==> config.mk <==
export PLATFORM = sky130hd
export DESIGN_NAME = arduino_code_scheduler
export DESIGN_NICKNAME = d
export VERILOG_FILES = /design/src/rtl/arduino_sched_pkg.sv /design/src/rtl/arduino_rr_arbiter.sv /design/src/rtl/arduino_code_scheduler.sv
export SDC_FILE = /design/constraint.sdc
export NUM_CORES = 1
export LEC_CHECK = 0
export CAP_MARGIN = 5
export CORE_ASPECT_RATIO = 0.8
export CORE_MARGIN = 2
export CORE_UTILIZATION = 46
export CTS_BUF_LIST = sky130_fd_sc_hd__clkbuf_8
export DETAILED_ROUTE_END_ITERATION = 10
export PLACE_DENSITY = 0.69
export REMOVE_ABC_BUFFERS = 1
export SLEW_MARGIN = 20
export SYNTH_ARGS = -nofsm -noshare
export SYNTH_HDL_FRONTEND = slang
export SYNTH_SLANG_ARGS = --single-unit
==> constraint.sdc <==
create_clock -name clk -period 4.21 [get_ports clk]
set_clock_uncertainty 0.05 [all_clocks]
set_input_delay 0.421 -clock clk [delete_from_list [all_inputs] [get_ports clk]]
set_output_delay 0.421 -clock clk [all_outputs]
set_load 0.05 [all_outputs]
==> src/rtl/arduino_sched_pkg.sv <==
// Shared types and constants for the Arduino code scheduler.
// Optional fixed-priority arbitration is enabled with ARDUINO_SCHED_PRIO_EN.
package arduino_sched_pkg;

  typedef enum logic [1:0] {
    IDLE = 2'd0,
    HOLD = 2'd1,
    GAP  = 2'd2
  } sched_state_e;

  localparam logic [1:0] ADDR_CTRL   = 2'd0;
  localparam logic [1:0] ADDR_HOLD   = 2'd1;
  localparam logic [1:0] ADDR_GAP    = 2'd2;
  localparam logic [1:0] ADDR_STATUS = 2'd3;

  localparam int CTRL_EN_BIT      = 0;
  localparam int CTRL_PRIO_BIT    = 1;
  localparam int CTRL_MASK_LSB    = 8;
  localparam int STATUS_STATE_LSB = 16;
  localparam int STATUS_CODE_LSB  = 24;

  localparam logic [2:0] IDLE_CODE = 3'd0;

  // Link code for a requester index; code 0 stays reserved for idle.
  function automatic logic [2:0] code_of(input logic [2:0] idx);
    return idx + 3'd1;
  endfunction

endpackage

==> src/rtl/arduino_rr_arbiter.sv <==
// Combinational round-robin / fixed-priority pick among pending requesters.
// Fixed priority is only requested by the top when ARDUINO_SCHED_PRIO_EN is set.
module arduino_rr_arbiter #(
  parameter int N_REQ = 4
) (
  input  logic [N_REQ-1:0] pending,
  input  logic [2:0]       rr_ptr,
  input  logic             prio,
  output logic [N_REQ-1:0] grant,
  output logic [2:0]       grant_idx,
  output logic             grant_valid
);

  // Scan starting at rr_ptr (or at 0 in priority mode) and take the first set bit.
  always_comb begin
    int  idx;
    logic hit;
    idx         = 0;
    hit         = 1'b0;
    grant_idx   = 3'd0;
    grant_valid = 1'b0;
    for (int k = 0; k < N_REQ; k++) begin
      idx = prio ? k : int'(rr_ptr) + k;
      if (idx >= N_REQ) idx = idx - N_REQ;
      hit = 1'b0;
      for (int i = 0; i < N_REQ; i++) begin
        if (i == idx) hit = pending[i];
      end
      if (!grant_valid && hit) begin
        grant_valid = 1'b1;
        grant_idx   = 3'(idx);
      end
    end
  end

  always_comb begin
    grant = '0;
    for (int i = 0; i < N_REQ; i++) begin
      grant[i] = grant_valid && (grant_idx == 3'(i));
    end
  end

endmodule

==> src/rtl/arduino_code_scheduler.sv <==
// Shares the 3-bit Arduino link between up to 7 detectors: latch, arbitrate, hold, gap.
// Define ARDUINO_SCHED_PRIO_EN to make CTRL.PRIO select fixed lowest-index priority.
module arduino_code_scheduler
  import arduino_sched_pkg::*;
#(
  parameter int               N_REQ    = 4,
  parameter int               CNT_W    = 24,
  parameter logic [CNT_W-1:0] HOLD_RST = 24'd50000,
  parameter logic [CNT_W-1:0] GAP_RST  = 24'd5000
) (
  input  logic             clk,
  input  logic             reset,
  input  logic [N_REQ-1:0] req,
  output logic [N_REQ-1:0] req_ack,
  input  logic [1:0]       address,
  input  logic             chipselect,
  input  logic             write_n,
  input  logic [31:0]      writedata,
  output logic [31:0]      readdata,
  output logic [2:0]       out_port
);

  localparam logic [2:0] LAST_IDX = 3'(N_REQ - 1);

  sched_state_e     state_q, state_d;
  logic [CNT_W-1:0] cnt_q, cnt_d;
  logic [2:0]       out_q, out_d;
  logic [2:0]       rr_ptr_q, rr_ptr_d;
  logic [N_REQ-1:0] pending_q, pending_d;
  logic             en_q;
  logic [N_REQ-1:0] mask_q;
  logic [CNT_W-1:0] hold_cyc_q, gap_cyc_q;
  logic             prio_eff;
  logic             wr;
  logic [N_REQ-1:0] w1c;
  logic [N_REQ-1:0] grant;
  logic [2:0]       grant_idx;
  logic             grant_valid;
  logic             do_grant;
  logic             unused_wdata;

  assign wr           = chipselect && !write_n;
  assign w1c          = (wr && address == ADDR_STATUS) ? writedata[N_REQ-1:0] : '0;
  assign unused_wdata = ^writedata;
  assign out_port     = out_q;

  function automatic logic [CNT_W-1:0] at_least_one(input logic [CNT_W-1:0] v);
    return (v == '0) ? CNT_W'(1) : v;
  endfunction

  always_ff @(posedge clk) begin
    if (reset) begin
      en_q       <= 1'b0;
      mask_q     <= '1;
      hold_cyc_q <= HOLD_RST;
      gap_cyc_q  <= GAP_RST;
    end else if (wr) begin
      case (address)
        ADDR_CTRL: begin
          en_q   <= writedata[CTRL_EN_BIT];
          mask_q <= writedata[CTRL_MASK_LSB +: N_REQ];
        end
        ADDR_HOLD: hold_cyc_q <= writedata[CNT_W-1:0];
        ADDR_GAP:  gap_cyc_q  <= writedata[CNT_W-1:0];
        default: ;
      endcase
    end
  end

`ifdef ARDUINO_SCHED_PRIO_EN
  logic prio_q;

  always_ff @(posedge clk) begin
    if (reset) begin
      prio_q <= 1'b0;
    end else if (wr && address == ADDR_CTRL) begin
      prio_q <= writedata[CTRL_PRIO_BIT];
    end
  end

  assign prio_eff = prio_q;
`else
  assign prio_eff = 1'b0;
`endif

  // A fresh detection beats both the grant clear and a W1C in the same cycle.
  always_comb begin
    pending_d = (pending_q & ~req_ack & ~w1c) | (req & mask_q);
  end

  always_ff @(posedge clk) begin
    if (reset) begin
      pending_q <= '0;
    end else begin
      pending_q <= pending_d;
    end
  end

  arduino_rr_arbiter #(
    .N_REQ(N_REQ)
  ) u_arbiter (
    .pending    (pending_q),
    .rr_ptr     (rr_ptr_q),
    .prio       (prio_eff),
    .grant      (grant),
    .grant_idx  (grant_idx),
    .grant_valid(grant_valid)
  );

  always_ff @(posedge clk) begin
    if (reset) begin
      state_q  <= IDLE;
      cnt_q    <= '0;
      out_q    <= IDLE_CODE;
      rr_ptr_q <= 3'd0;
    end else begin
      state_q  <= state_d;
      cnt_q    <= cnt_d;
      out_q    <= out_d;
      rr_ptr_q <= rr_ptr_d;
    end
  end

  // Dropping EN abandons the current phase immediately; pending bits survive.
  always_comb begin
    state_d  = state_q;
    cnt_d    = cnt_q;
    out_d    = out_q;
    rr_ptr_d = rr_ptr_q;
    case (state_q)
      IDLE: begin
        out_d = IDLE_CODE;
        if (do_grant) begin
          out_d   = code_of(grant_idx);
          cnt_d   = at_least_one(hold_cyc_q);
          state_d = HOLD;
          if (!prio_eff) rr_ptr_d = (grant_idx == LAST_IDX) ? 3'd0 : grant_idx + 3'd1;
        end
      end
      HOLD: begin
        if (!en_q) begin
          out_d   = IDLE_CODE;
          state_d = IDLE;
        end else if (cnt_q <= CNT_W'(1)) begin
          out_d   = IDLE_CODE;
          cnt_d   = at_least_one(gap_cyc_q);
          state_d = GAP;
        end else begin
          cnt_d = cnt_q - CNT_W'(1);
        end
      end
      GAP: begin
        out_d = IDLE_CODE;
        if (!en_q || cnt_q <= CNT_W'(1)) begin
          state_d = IDLE;
        end else begin
          cnt_d = cnt_q - CNT_W'(1);
        end
      end
      default: begin
        out_d   = IDLE_CODE;
        state_d = IDLE;
      end
    endcase
  end

  always_comb begin
    do_grant = (state_q == IDLE) && en_q && grant_valid;
    req_ack  = do_grant ? grant : '0;
  end

  always_comb begin
    readdata = '0;
    case (address)
      ADDR_CTRL: begin
        readdata[CTRL_EN_BIT]               = en_q;
        readdata[CTRL_PRIO_BIT]             = prio_eff;
        readdata[CTRL_MASK_LSB +: N_REQ]    = mask_q;
      end
      ADDR_HOLD: readdata[CNT_W-1:0] = hold_cyc_q;
      ADDR_GAP:  readdata[CNT_W-1:0] = gap_cyc_q;
      default: begin
        readdata[N_REQ-1:0]             = pending_q;
        readdata[STATUS_STATE_LSB +: 2] = state_q;
        readdata[STATUS_CODE_LSB +: 3]  = out_q;
      end
    endcase
  end

endmodule

# Yosys cells after proc, flatten, opt, wreduce, memory -nomap -nowiden
# Index checks and enable logic that the tools add are counted.
# totals
output_inout_bits	39
elab_cells	143
ff_bits	89
in_bits	42
# classes
eq_ne	25
n_reduce_logical	34
magnitude_cmp	5
bitwise	6
n_mux	55
add_sub_neg	9
# ops
operator	n
$eq A3 B32 Y1 const A	8
$mux W24	6
$eq A2 B32 Y1 const A	4
$logic_not A32 Y1	4
$mux W32	4
$ge A32 B4 Y1 const B	3
$sub A32 B4 Y32 const B	3
$pmux W24 S3	1
$logic_not A24 Y1	2
$mux W3	9
$le A24 B1 Y1 const B	1
$pmux W2 S3	4
$sub A24 B1 Y24 const B	1
$mux W1	20
$pmux W4 S2	2
$and A4 B4 Y4	3
$pmux W4 S3	1
$pmux W6 S2	1
$logic_and A1 B1 Y1	11
$add A3 B2 Y4 const B	2
$mux W2	4
$mux W4	2
$ne A2 B2 Y1 const B	4
$not A4 Y4	2
other kinds (20)	32

# Depth between registers and ports, before layout
# Gate-level depths: netlist of run 1.
# depth
ltp_word	24
depth_mapped	14
ltp_nobuf	13

# Cells and area by module
# Synthesis of run 1 repeated with hierarchy kept, for this count alone.
# hier_totals
hier_cells	745
area_unflattened_um2	5604.1
# modules_own_cells
mod	area_per_inst_um2	cells_each	instances
arduino_code_scheduler	5128.7	681	1
arduino_rr_arbiter	475.5	64	1

# Least setup slack after synthesis of run 1
# Ideal clock, no wire load.
# synth_timing
kind	register -> output
startpoint	register rr_ptr_q[1]
endpoint	output port req_ack[3]
arrival_time_ns	3.042
setup_slack_ns	0.697
required_time_ns	3.739
stages_incl_launch_ff	14
cell_sequence	dfxtp_1 > clkbuf_1 > inv_1 > ha_1 > a21oi_1 > a221oi_1 > o21ai_0 > nand2_1 > o31ai_1 > o21a_1 > ha_1 > ha_1 > inv_1 > nor2_1
# synth_between
elab_chain_len	20
# synth_rtl
element	line	text
from (decl)	arduino_code_scheduler.sv:28	logic [2:0] rr_ptr_q, rr_ptr_d;
from (signal assigned)	arduino_code_scheduler.sv:120	rr_ptr_q <= rr_ptr_d;
parallel branches: the longest is 19 deep, another holds $sub A32 B4 Y32	-	
$mux W4 *	arduino_code_scheduler.sv:169	req_ack = do_grant ? grant : '0;
to (decl)	arduino_code_scheduler.sv:14	output logic [N_REQ-1:0] req_ack,
# Mark *: on every way between the ends.

# Final worst setup path of run 1
# layout_timing
startpoint	register rr_ptr_q[0]
endpoint	output port req_ack[1]
# layout_between
elab_chain_len	20
# layout_rtl
element	line
parallel branches: the longest is 19 deep, another holds $sub A32 B4 Y32	-
$mux W4 *	arduino_code_scheduler.sv:169
# Marks and branches as above.

==> results of run 1 <==
==> metal layers <==
layer | vias to the layer above | global-route usage, % | routed length (um)
met1 | 2717 | 42.7 | 8560
met5 | - | 0 | 0
met3 | 20 | 6.91 | 1820
met4 | 0 | 6.42 | 192
met2 | 348 | 42.8 | 7890
li1 | 2723 | - | -
==> cells in the mapped netlist (all sizes together) (2+ instances only) <==
master | n | area, um^2
nor2 | 47 | 176
buf | 17 | 111
o311ai | 17 | 149
o31a | 5 | 47.6
a211oi | 9 | 67.6
ha | 25 | 313
clkbuf | 41 | 154
dfxtp | 89 | 1780
a311oi | 4 | 35.0
or3 | 6 | 42.5
and4 | 2 | 17.5
a22oi | 16 | 120
o21ai | 18 | 90.1
nand3b | 3 | 22.5
inv | 19 | 71.3
o41ai | 7 | 61.3
nand3 | 27 | 135
o21a | 5 | 37.5
or2 | 5 | 31.3
a222oi | 5 | 50.1
or4 | 7 | 56.3
a21o | 2 | 15.0
a221oi | 18 | 158
nand2 | 123 | 462
nor4 | 24 | 150
nor2b | 28 | 175
o22ai | 2 | 12.5
and2 | 14 | 87.6
o31ai | 19 | 156
nor3 | 16 | 91.3
a21oi | 58 | 298
mux2i | 4 | 40.0
o211a | 4 | 40.0
xnor2 | 2 | 17.5
o211ai | 8 | 60.1
a31oi | 4 | 25.0
==> worst max-delay path, cell delays in order (launching register included) <==
cell and delay, ns:
sky130_fd_sc_hd__dfxtp_1 0.34, sky130_fd_sc_hd__inv_1 0.12, sky130_fd_sc_hd__ha_1 0.23, sky130_fd_sc_hd__nand3b_1 0.15, sky130_fd_sc_hd__a221oi_1 0.37, sky130_fd_sc_hd__o21ai_0 0.25, sky130_fd_sc_hd__a311o_1 0.42, sky130_fd_sc_hd__nor2_1 0.40
sky130_fd_sc_hd__and2_1 0.19, sky130_fd_sc_hd__dlymetal6s2s_1 0.42
==> what timing repair did <==
item / in CTS / in global routing
setup endpoints to repair: 3 / 4
gates resized for setup: 1 / 4
hold buffers: 0 / 0
==> worst min path at each step <==
stage | endpoint | slack [ns]
2_1_floorplan | pending_q[3] | 0.39
3_3_place_gp | out_port[1] | 0.41
3_5_place_dp | out_port[2] | 0.42
4_1_cts | out_port[2] | 0.43
5_1_grt | out_port[1] | 0.46
6_report | out_port[2] | 0.43
==> power groups by stage <==
stage / sequential, mW / combinational, mW / clock [mW]
after global routing: 0.894 / 0.460 / 0.591
after floorplan: 0.898 / 0.263 / 0
after CTS: 0.890 / 0.418 / 0.549
after global placement: 0.909 / 0.411 / 0
after detailed placement: 0.910 / 0.416 / 0
final: 0.892 / 0.426 / 0.550
==> registers in the layout (all words and copies together) (netlist names) <==
signal      flops
cnt_q          24
en_q            1
gap_cyc_q      24
hold_cyc_q     24
mask_q          4
out_port        3
pending_q       4
rr_ptr_q        3
state_q         2
==> final cells by class <==
cell class | instances | area (um^2) | area share (%)
well taps | 148 | 185 | 2.88
clock inverters | 6 | 36.3 | 0.564
repair buffers | 84 | 798 | 12.4
flip-flops and latches | 89 | 1780 | 27.7
clock buffers | 10 | 138 | 2.14
inverters | 20 | 75.1 | 1.17
multi-input cells | 557 | 3420 | 53.2
==> metrics by stage <==
step	worst slack, ns	instances	total power, mW	cell area [um^2]	utilization [%]
floorplan	0.760	666	1.16	5280	-
global placement	0.378	898	1.32	6260	53.9
detailed placement	0.285	898	1.33	6260	53.9
CTS	0.0149	914	1.86	6430	55.4
global route	0.141	914	1.95	6440	55.5
finish	0.461	914	1.87	6440	55.5
==> cells by family (layout without fill, tap and decap cells) <==
group | Yosys count | in the layout | synth area share, %
DFF | 89 | 89 | 32.2
muxes | 5 | 5 | 0.928
other | 1 | 5 | 0.0678
xor gates and xnor gates | 3 | 3 | 0.475
buffers and inverters | 78 | 120 | 6.15
and+or+nand+nor | 312 | 312 | 27.8
adders and majority gates | 25 | 25 | 5.66
AOI/OAI and AO/OA | 207 | 207 | 26.7
==> metrics list, run 1 <==
- The flow ran to the end, and the final reports show no timing, DRC or antenna violations.
- Weighted congestion at the end of routability-driven global placement: 0.953
* Switching Fraction: 33.6%
- Root Buffer: sky130_fd_sc_hd__clkbuf_8
- Cell area after synthesis: 5530 um^2
- The H-tree generated during clock tree synthesis spans 3 levels.
- The count of final hold-check violations came to 0.
* Proportion of synthesized flip-flops having asynchronous set or reset: 0%
* GRT Resource Usage Total: 28.9%
- In this run the register-to-register setup slack is 0.97 ns.
- Wire length of the first global-routing pass: 29600 um
* PD cells: 290 nW/um^2
* WL per Instance: 20.2 um
* Post-CTS Setup Bufs: 0
- Startpoint Class: flip-flop
- Worst Hold Depth: 2
- Internal power comes to 1.24 mW.
* Maximum vdd drop: 0.000219 V
- Relative contribution of sequential cells to total power: 47.7%
* I/O Pins: 81
* Clock-pin slew of the registers on the worst-case setup and hold paths: 0.09 ns
* Data arrival at the endpoint of the critical path: 3.28 ns
* Number of distinct library cells after synthesis: 67
- Overall routed net length: 18500 um
- Total vias in the final route: 5808
- After synthesis, flip-flops and latches occupy 32.2% of the total area.
- Counting I/O delays and the setup requirement, the final critical path takes 3.75 ns.
- Number of synthesized register bits: 89
- The first routing iteration left 650 violations.
- Layout overhead on the synthesized area: 16.4%
- The clock network is responsible for 29.4% of the overall power.
- Hold path startpoint: out_port[2]
* CTS buffer count: 9
- The library cell used most frequently in the layout, excluding fill and tap cells, is sky130_fd_sc_hd__nand2_1.
- Number of buffers between clock root and the deepest sink: 2
* Initial core utilization: 47.7%
- Post-route DRC violation count: 0
- Critical path endpoint: req_ack[1]
- The count of nets left with antenna violations once routing finished came out at 0.
- The worst hold path belongs to the class flip-flop to flip-flop.
* Fin Setup TNS: 0 ns
* Worst slew pin tran: 1.05 ns
- The tool flagged a number of max-cap violations equal to 0.
- Number of enable flip-flop cells after synthesis: 0
- Max Clk Rate: 267 MHz
- Count of input and output buffers: 67
* Core area: 11600 um^2
* Source-to-sink clock delay at the later pin of the worst-skew pair: 0.38 ns
- Combinational logic is responsible for 22.8% of the overall power.
- Required time at the endpoint of the critical path: 3.74 ns
- In the layout the commonest cells are sky130_fd_sc_hd__nand2_1, sky130_fd_sc_hd__dfxtp_1, sky130_fd_sc_hd__clkdlybuf4s50_1.
- Along the worst path, the maximum fanout reaches 6.
* Synth Flop Type: sky130_fd_sc_hd__dfxtp_1
* Endpoints failing setup: 0
* Critical R2R Capture: cnt_q[9]
- Pin count of the biggest net entering global routing: 74
- The initialized floorplan defines 35 standard-cell rows.
- The analysis attributes to cell leakage a power of 2.42 nW.
- Worst reg2reg path depth: 7
* Crit share post-route: 89.1%
- The critical path is of the flip-flop to primary output type.
* Critical Path Source: rr_ptr_q[0]
* Rel. slew slack: 30.0%
- Via-to-Cell Ratio: 6.35
- Total grt overflow: 0
* Die Width: 127 um
* Via count of the first global-routing pass: 5429
* Synthesized netlist cell count: 720
- Initial DRT Pass Iterations: 8
- The repair_antennas step left the layout with diodes totalling 0.
* Psw: 0.628 mW
* Initial antenna violation count: 0
* Clock sink total: 89
* Type of element capturing the critical path: primary output
- TritonCTS clock tree: yes
* Net count of the finished layout: 828
- Die Ht: 102 um
- Final HPWL from detailed placement: 13200 um
* RSZ-0062 raised after global routing: false
- Area of the die: 12900 um^2
- Fill cells: 1076
* Fin Hold WS: 0.430 ns
- Of the cells placed in the final design, the portion with a size suffix greater than 1 is 6.66%.
* Max Transition Viols Final: 0
* Number of warning messages in the yosys log: 0
- Worst r2r src: cnt_q[18]
- Per-instance average area after synthesis: 7.68 um^2
(Power assumes the default switching activity.)
==> inputs of run 2 (changes only) <==
TNS_END_PERCENT = 5   (was unset)
==> results of run 2 <==
No change in the layout: final DEF, timing and power equal those of run 1.
==> inputs of run 3 (changes only) <==
CORE_UTILIZATION = 45   (was 46)
PLACE_DENSITY = 0.68   (was 0.69)
==> run 3 against run 2 <==
  * Power up 2.2%
  * Fmax is 4.6% lower
  * Cell count fell by 0.11%
  * Design area decreased by 0.56%
  * Hold slack better by 0.0020 ns
  * Clock power is 7.5% higher
  * Setup slack got worse by 0.18 ns
  * First-iteration DRC count decreased by 16%
  * Largest power group unchanged
==> metrics list, run 3 (synthesis gave the netlist of run 1 again) <==
- Entering global routing, the biggest net connects 74 pins.
- Max Clk Rate: 254 MHz
- Initial antenna violation count: 0
* Classification of the worst setup path: flip-flop to primary output
* Die Ht: 103 um
* Maximum vdd drop: 0.000253 V
* Required time at the endpoint of the critical path: 3.74 ns
* Endpoints failing setup: 0
* Maximum fanout along the worst path: 12
* Initial DRT Pass Iterations: 5
* Root Buffer: sky130_fd_sc_hd__clkbuf_8
* Via count of the first global-routing pass: 5351
* Initial detailed-routing violation count: 549
- Wire length of the first global-routing pass: 29100 um
- Worst min-delay path category: flip-flop to flip-flop
* Psw: 0.668 mW
- Leading cell type in the layout, fill and taps excluded: sky130_fd_sc_hd__nand2_1
- Worst slew pin tran: 1.12 ns
- Summing all multi-input logic gate instances after layout gives 3420 um^2.
- WL per Instance: 20.0 um
- At the placement stage, the worst setup path has a slack of 0.301 ns.
- In the final layout, flip-flops and latches occupy 1780 um^2.
* Total vias in the final route: 5800
- Clock-pin slew of the registers on the worst-case setup and hold paths: 0.10 ns
* I/O Pins: 81
- In this run, the clock network consumes 31.0% of the power.
* Crit share post-route: 93.4%
- Leaving out fill and tap cells, the most frequent cells in the layout are sky130_fd_sc_hd__nand2_1, sky130_fd_sc_hd__dfxtp_1, sky130_fd_sc_hd__clkdlybuf4s50_1.
- Including well taps, the total number of placed cells is 897.
- Initial core utilization: 45.8%
- STA classifies the critical path endpoint as a primary output.
- No sink is reached through more buffers than the 2 on the longest clock path.
- Share of cells above drive strength 1: 6.70%
* Post-route DRC violation count: 0
* Weighted congestion at the end of routability-driven global placement: 0.962
- Die Width: 128 um
- Combinational logic is responsible for 22.3% of the overall power.
* RSZ-0062 raised after global routing: false
- After detailed routing, the number of vias per cell comes to 6.35.
* Final WS setup: 0.278 ns
- For this run, the total global-route usage over all layers was measured as 28.1%.
- Fill cells: 1150
* Switching Fraction: 35.0%
- Relative contribution of sequential cells to total power: 46.7%
- Final Critical Period: 3.93 ns
- Net count of the finished layout: 823
- Data arrives at the worst endpoint at 3.46 ns.
- Layout overhead on the synthesized area: 15.8%
* Final Hold Viols: 0
- Power spread over the standard cell area amounts to 298 nW/um^2.
* Final HPWL from detailed placement: 12800 um
* Fin Hold WS: 0.432 ns
- Slowest-stage cell, CP: sky130_fd_sc_hd__dfxtp_1
* Static leakage: 2.35 nW
* Worst-path cell chain: inv_1, ha_1, nand3b_1, a221oi_1, o211ai_1, a211oi_1, o21a_1, a21o_1, ha_1, ha_1, inv_1, nor2_1, buf_4
- Core occupancy in the finished layout: 53.0%
- The tool flagged a number of max-cap violations equal to 0.
* Area of the die: 13200 um^2
- Count of buffer and inverter cells on the critical path: 3
- CTS buffer count: 9
- By instance count, the cell type seen most on the critical path is sky130_fd_sc_hd__ha_1.
- TritonCTS clock tree: yes
* Leading registers by flop count: cnt_q x24, gap_cyc_q x24, hold_cyc_q x24
- Max H-tree Level: 3
* Count of input and output buffers: 67
- Headroom to the max-slew limit came out at 25.2%.
- The max-slew violation count is 0.
* Antenna diode instance count: 0
- Setup total negative slack on the finished layout was measured at 0 ns.
- At the later pin of the worst-skew pair, clock insertion delay measures 0.40 ns.
- The worst setup path is launched from a flip-flop.
- The detail route stage leaves a number of antenna-violating nets equal to 0.
- For this block, the routed nets add up to 18300 um of wire.
- Core Rows: 36
- The run finished with clean final reports.
- Global routing finished with a remaining overflow of 0.
- The tree built by TritonCTS fans out to 89 sinks.
* Gate family responsible for the most delay along the worst path: compound AO/OA/AOI/OAI gates
* P_int: 1.24 mW
- Core area: 12100 um^2
- In this design, the stage delay of the slowest critical-path cell is 0.57 ns.
- Layout Cells excl Fill: 913
- After clock tree synthesis, the setup repair step added 0 buffers.
## run 3: changes by cell type in the layout (fill, tap and decap cells not counted)
cell	previous run	this run
sky130_fd_sc_hd__inv_6	1	3
sky130_fd_sc_hd__inv_1	22	19
sky130_fd_sc_hd__inv_8	0	1
sky130_fd_sc_hd__dfxtp_1	88	89
sky130_fd_sc_hd__dfxtp_2	1	0
sky130_fd_sc_hd__dlymetal6s2s_1	3	0
sky130_fd_sc_hd__clkbuf_8	10	9
sky130_fd_sc_hd__clkbuf_2	0	3
sky130_fd_sc_hd__buf_4	18	13
sky130_fd_sc_hd__clkinv_8	0	1
## run 3: per-stage QoR
step	power (mW)	cell area, um^2
CTS	1.90	6410
global route	1.99	6400
global placement	1.32	6220
floorplan	1.16	5280
detailed placement	1.32	6220
finish	1.91	6400
## run 3: area by class of cell
| cell class | instances | share of cell area, % |
|---|---|---|
| Clock buffer | 9 | 1.93 |
| Clock inverter | 7 | 1.09 |
| Inverter | 20 | 1.17 |
| Multi-Input combinational cell | 557 | 53.5 |
| Sequential cell | 89 | 27.8 |
| Tap cell | 152 | 2.97 |
| Timing Repair Buffer | 79 | 11.5 |
## run 3: worst min-delay path, cell delays in order, from the launching register on
cell                      delay, ns
sky130_fd_sc_hd__dfxtp_1       0.33
sky130_fd_sc_hd__nand2_1       0.07
sky130_fd_sc_hd__a21oi_2       0.05
## run 3: power groups by stage
stage / combinational [mW] / sequential [mW] / clock (mW)
2_1_floorplan: 0.263 / 0.898 / 0
3_3_place_gp: 0.407 / 0.909 / 0
3_5_place_dp: 0.414 / 0.910 / 0
4_1_cts: 0.417 / 0.890 / 0.598
5_1_grt: 0.456 / 0.894 / 0.635
6_report: 0.425 / 0.892 / 0.591
## run 3: worst paths after layout
path          startpoint          end  slack (ns)  depth (start not counted)
min          out_port[2]  out_port[2]        0.43                          2
min reg2reg  out_port[2]  out_port[2]        0.43                          2
max reg2reg  rr_ptr_q[0]  out_port[2]        0.80                         12
max          rr_ptr_q[0]   req_ack[3]        0.28                         13
## run 3: timing repair
action | 4_1_cts | 5_1_grt
hold buffers | 0 | 0
gates resized for setup | 3 | 7
endpoints found under the setup margin | 3 | 4
## run 3: per-layer routing
layer / GRT usage, % / routed length [um] / up-vias
met5: 0 / 0 / -
met4: 5.16 / 156 / 0
met3: 5.66 / 1690 / 14
met2: 42.0 / 7760 / 318
met1: 42.1 / 8700 / 2761
li1: - / - / 2707
